### config.mk
export PLATFORM = sky130hd
export DESIGN_NAME = online_dct_seq
export DESIGN_NICKNAME = d
export VERILOG_FILES = /design/src/rtl/online_dct_seq.sv
export SDC_FILE = /design/constraint.sdc
export NUM_CORES = 1
export LEC_CHECK = 0
export CAP_MARGIN = 20
export CORE_ASPECT_RATIO = 0.9
export CORE_UTILIZATION = 30
export DETAILED_ROUTE_END_ITERATION = 8
export SLEW_MARGIN = 25
export SYNTH_ARGS = -nofsm -noshare
export SYNTH_HDL_FRONTEND = slang
export SYNTH_SLANG_ARGS = --single-unit
### constraint.sdc
create_clock -name clk -period 3.6 [get_ports clk]
set_input_delay 0.36 -clock clk [delete_from_list [all_inputs] [get_ports clk]]
set_output_delay 0.36 -clock clk [all_outputs]
set_load 0.01 [all_outputs]
### src/rtl/online_dct_seq.sv
`timescale 1ns/1ps
// Frame sequencer for the 4-tap online DCT: buffers FRAME_LEN samples, streams them with enable held high plus one flush cycle.
// Results registered one cycle after the datapath; source is stalled (in_ready=0) outside LOAD; the output stream has no backpressure.
module online_dct_seq #(
  parameter int STAGE     = 8,
  parameter int FRAME_LEN = 8,
  parameter int CW        = 9
) (
  input  logic                      clk,
  input  logic                      nrst,
  input  logic                      soft_clr,
  input  logic [2*STAGE-1:0]        in_data,
  input  logic                      in_valid,
  output logic                      in_ready,
  output logic                      dct_enable,
  output logic [2*STAGE-1:0]        dct_din,
  input  logic [2*(STAGE+5)-1:0]    dct_dout,
  output logic [2*(STAGE+5)-1:0]    out_data,
  output logic                      out_valid,
  output logic                      frame_done,
  output logic                      busy,
  output logic [15:0]               frame_cnt
);

  localparam int WL = 2*STAGE;
  localparam int AW = (FRAME_LEN > 1) ? $clog2(FRAME_LEN) : 1;
  localparam logic [CW-1:0] LAST     = CW'(FRAME_LEN-1);
  localparam logic [CW-1:0] FIRST_OK = CW'(5);

  typedef enum logic [1:0] {S_LOAD, S_RUN, S_FLUSH, S_TAIL} state_t;

  state_t          state;
  logic [WL-1:0]   frame_buf [FRAME_LEN];
  logic [CW-1:0]   wr_ptr;
  logic [CW-1:0]   rd_ptr;
  logic [CW-1:0]   cyc;
  logic            xfer;
  logic            capture;

  assign xfer = in_valid & in_ready;
  // cyc counts from RUN cycle 0; datapath output for window j appears in cycle j+2, first full window is j=3
  assign capture = (state != S_LOAD) && (cyc >= FIRST_OK);
  assign busy = (state != S_LOAD);

  always_ff @(posedge clk) begin
    if (nrst && !soft_clr && xfer) begin
      frame_buf[wr_ptr[AW-1:0]] <= in_data;
    end
  end

  always_ff @(posedge clk) begin
    if (!nrst) begin
      state      <= S_LOAD;
      wr_ptr     <= '0;
      rd_ptr     <= '0;
      cyc        <= '0;
      in_ready   <= 1'b0;
      dct_enable <= 1'b0;
      dct_din    <= '0;
      out_data   <= '0;
      out_valid  <= 1'b0;
      frame_done <= 1'b0;
      frame_cnt  <= '0;
    end else if (soft_clr) begin
      state      <= S_LOAD;
      wr_ptr     <= '0;
      rd_ptr     <= '0;
      cyc        <= '0;
      in_ready   <= 1'b1;
      dct_enable <= 1'b0;
      dct_din    <= '0;
      out_valid  <= 1'b0;
      frame_done <= 1'b0;
    end else begin
      out_valid  <= capture;
      frame_done <= (state == S_TAIL);
      if (capture) begin
        out_data <= dct_dout;
      end
      if (state == S_TAIL) begin
        frame_cnt <= frame_cnt + 16'd1;
      end
      case (state)
        S_LOAD: begin
          in_ready <= 1'b1;
          if (xfer) begin
            if (wr_ptr == LAST) begin
              // sample 0 is prefetched so RUN starts streaming on its first cycle
              state      <= S_RUN;
              wr_ptr     <= '0;
              in_ready   <= 1'b0;
              dct_enable <= 1'b1;
              dct_din    <= frame_buf[0];
              rd_ptr     <= CW'(1);
              cyc        <= '0;
            end else begin
              wr_ptr <= wr_ptr + CW'(1);
            end
          end
        end
        S_RUN: begin
          cyc <= cyc + CW'(1);
          if (cyc == LAST) begin
            state   <= S_FLUSH;
            dct_din <= '0;
            rd_ptr  <= '0;
          end else begin
            dct_din <= frame_buf[rd_ptr[AW-1:0]];
            rd_ptr  <= rd_ptr + CW'(1);
          end
        end
        S_FLUSH: begin
          cyc        <= cyc + CW'(1);
          state      <= S_TAIL;
          dct_enable <= 1'b0;
          dct_din    <= '0;
        end
        S_TAIL: begin
          state    <= S_LOAD;
          cyc      <= '0;
          in_ready <= 1'b1;
        end
        default: state <= S_LOAD;
      endcase
    end
  end

endmodule

==> results.yml <==
status:
  status: "complete, but fails checks"
  failed_checks: "DRC"
timing:
  tightest_slew_ns: 1.01
  fmax_mhz: 344
  final_min_period_over_clock_period: 0.808
  setup_ws_ns: 0.690
  finalHoldViolations: 0
  grt_setup_unrepaired: "false"
  layout_min_cycle_time_ns: 2.91
  finalMaxSlewViolations: 0
  final.setup_skew_ns: 0.0257
  final-setup-viol-count: 0
  setup-tns-final_ns: 0
  max-slew-margin-rel: 0.327
clock_network:
  cts.path.max_buffers: 3
  cts_hold_repair.buffers: 0
  worst_skew_pair.late_latency_ns: 0.53
  cts.repair_timing.setup_buffer_count: 0
  cts_buffers: 24
  cts.clk_slew.worst_paths_ns: 0.06
  htree_num_levels: 1
  cts_resized: 0
  clockRootBuffer: "sky130_fd_sc_hd__clkbuf_16"
  clkSinkCount: 216
  tritoncts_clock_tree: "done"
floorplan:
  die_x_extent_um: 180
  floorplan.rows: 58
  floorplan.die.height_um: 162
  dieArea_mm2: 0.0291
  ioPinCount: 109
  initial_util: 0.306
  placeableCoreArea_mm2: 0.0279
layout:
  area.sequential_mm2: 0.00561
  layout.core_utilization: 0.393
  finalInstanceArea_mm2: 0.0110
  fillCellCount: 2592
  num_antenna_cells: 0
  syn2layout_area_growth_pct: 28.5
  layout.nets: 791
  area_of_the_multi_input_gates_mm2: 0.00282
  final_layout_size_suffix_gt1_frac: 0.156
placed_design:
  preCtsSetupSlack_ns: 0.861
  placedInstanceArea_mm2: 0.0102
  gp_congestion: 0.741
  post-dp-hpwl_um: 12400
  port_buffers: 108
route:
  drt-total-wl_um: 19100
  drtIter0Drc: 426
  drt.antenna.violating_nets: 0
  wire_per_inst_um: 17.2
  detailed_router_iteration_count_before_antenna_repair: 9
  post_drt_via_cell_ratio: 4.86
  dr_total_vias: 5417
  drc_errors: 5
yosys:
  ys_ff_latch: 216
  synth-seq-area-share: 0.656
  dominantRegCellSynth: "sky130_fd_sc_hd__edfxtp_1"
  post_synth_inst_count: 611
  synth-edff-count: 128
  yosys_top_cell_area_share: 0.450
  async_reset_ff_frac: 0
  synthDistinctLibCells: 48
  post_synth_main_area_contributors: "sky130_fd_sc_hd__edfxtp_1 45%, sky130_fd_sc_hd__dfxtp_1 21%, sky130_fd_sc_hd__mux4_2 8.4%"
  syn_area_mm2: 0.00854
  yosysTopAreaCell: "sky130_fd_sc_hd__edfxtp_1"
  syn-num-nets: 666
  synth_area_per_cell_um2: 14.0
  ys.warnings.count: 0
critical_path:
  startpoint_class_of_the_critical_path: "flop"
  worst_ep_arrival_time_ns: 2.55
  critical_path.endpoint_type: "primary output"
  critical_path_required_ns: 3.24
  timing.setup.critical_path_class: "reg -> out"
  worstPathMaxFanout: 17
grt:
  antenna_found_initial: 0
  grt_pass1_wl_um: 30000
  groute.usage.overall: 0.131
  grt_pass1_vias: 5380
  grt_start_max_net_pins: 43
  grt-ovfl-total: 0
power:
  power_leakage_nw: 3.42
  pwr_density_cell_mw_per_mm2: 472
  vdd_ir_drop_max_mv: 0.413
worst_hold_path:
  worst_hold_path_type: "in -> reg"
job:
  max_cap_violations: 0
-- critical path, stage by stage (launching register included) --
cell and delay (ns):
sky130_fd_sc_hd__dfxtp_1 0.39, sky130_fd_sc_hd__inv_1 0.08, sky130_fd_sc_hd__ha_1 0.36, sky130_fd_sc_hd__inv_1 0.55
sky130_fd_sc_hd__clkdlybuf4s50_1 0.66
-- logic make-up after synthesis --
| logic type | count (synthesis) | synth area share |
|---|---|---|
| buf+inv | 42 | 0.0201 |
| fa+ha+maj | 9 | 0.0132 |
| flops | 216 | 0.656 |
| mux | 75 | 0.137 |
| compound gates | 95 | 0.0667 |
| simple gates | 156 | 0.0882 |
| xor+xnor | 18 | 0.0185 |
-- path summary, 6_finish.rpt --
| check | slack, ns | cells after the start | startpoint | to |
|---|---|---|---|---|
| worst max-delay path | 0.69 | 4 | state[1] | busy |
| worst min-delay path | 0.47 | 3 | dct_dout[13] | out_data[13] |
| worst max register to register | 0.86 | 5 | wr_ptr[1] | cyc[1] |
| worst min register to register | 0.48 | 2 | frame_cnt[15] | frame_cnt[15] |
-- stage by stage --
step | cells | hold WS, ns | total power [mW]
2_1_floorplan | 611 | 0.452 | 2.70
3_3_place_gp | 1070 | 0.467 | 2.78
3_5_place_dp | 1070 | 0.479 | 2.79
4_1_cts | 1114 | 0.455 | 5.22
5_1_grt | 1114 | 0.472 | 5.33
6_report | 1114 | 0.468 | 5.18
-- where the power goes --
part	internal [mW]	total, mW	switching [mW]
Clock	1.44	2.45	1.00
Sequential	2.62	2.62	0.00361
Combinational	0.0558	0.109	0.0531
Total	4.12	5.18	1.06
-- cell type report --
cell class,instances,share of cell area
flip-flops and latches,216,0.511
clock buffers,33,0.0635
inverters,12,0.00410
repair buffers,129,0.114
clock inverters,11,0.00980
multi-input cells,353,0.257
well taps,360,0.0410
-- layer usage --
layer	track usage	wire, um	vias to the layer above
li1	-	-	2585
met1	0.175	8760	2700
met2	0.220	9160	109
met3	0.0231	881	23
met4	0.0310	333	0
met5	0	0	-
-- cells in the mapped netlist (9+ instances only) --
cell                         n
sky130_fd_sc_hd__a21oi_1    17
sky130_fd_sc_hd__a31oi_1    16
sky130_fd_sc_hd__clkbuf_1   17
sky130_fd_sc_hd__dfxtp_1    88
sky130_fd_sc_hd__edfxtp_1  128
sky130_fd_sc_hd__ha_1        9
sky130_fd_sc_hd__inv_1      10
sky130_fd_sc_hd__mux2_2     16
sky130_fd_sc_hd__mux2i_1    27
sky130_fd_sc_hd__mux4_2     32
sky130_fd_sc_hd__nand2_1    34
sky130_fd_sc_hd__nand3_1    12
sky130_fd_sc_hd__nor2_1     57
sky130_fd_sc_hd__o21ai_0    39
sky130_fd_sc_hd__or3_1      10
sky130_fd_sc_hd__xnor2_1    13
-- layout by cell type (no fill, tap or decap), drive strengths merged, types with 2 or more instances in the layout --
cell type,instances
a211oi,3
edfxtp,128
nand2,34
and2,2
nor2,57
or3,10
o21ai,40
nand4b,2
o211ai,2
xor2,5
mux2,16
clkinv,4
clkbuf,33
mux2i,27
dfxtp,88
nand4,7
nor4,7
nor2b,2
o31a,2
xnor2,13
nand3,12
nand2b,4
o31ai,8
ha,9
a21oi,17
or4,6
mux4,32
inv,14
clkdlybuf4s50,108
or4b,2
buf,21
nor3,6
a31oi,16
clkinvlp,4
-- sequential cells by signal (all words and copies together) (netlist names), 2 cells and up, named ones only --
signal,cells
rd_ptr,3
wr_ptr,9
state,2
dct_din,16
frame_buf,128
frame_cnt,16
cyc,9
out_data,26
Power figures use the tool's default switching activity.
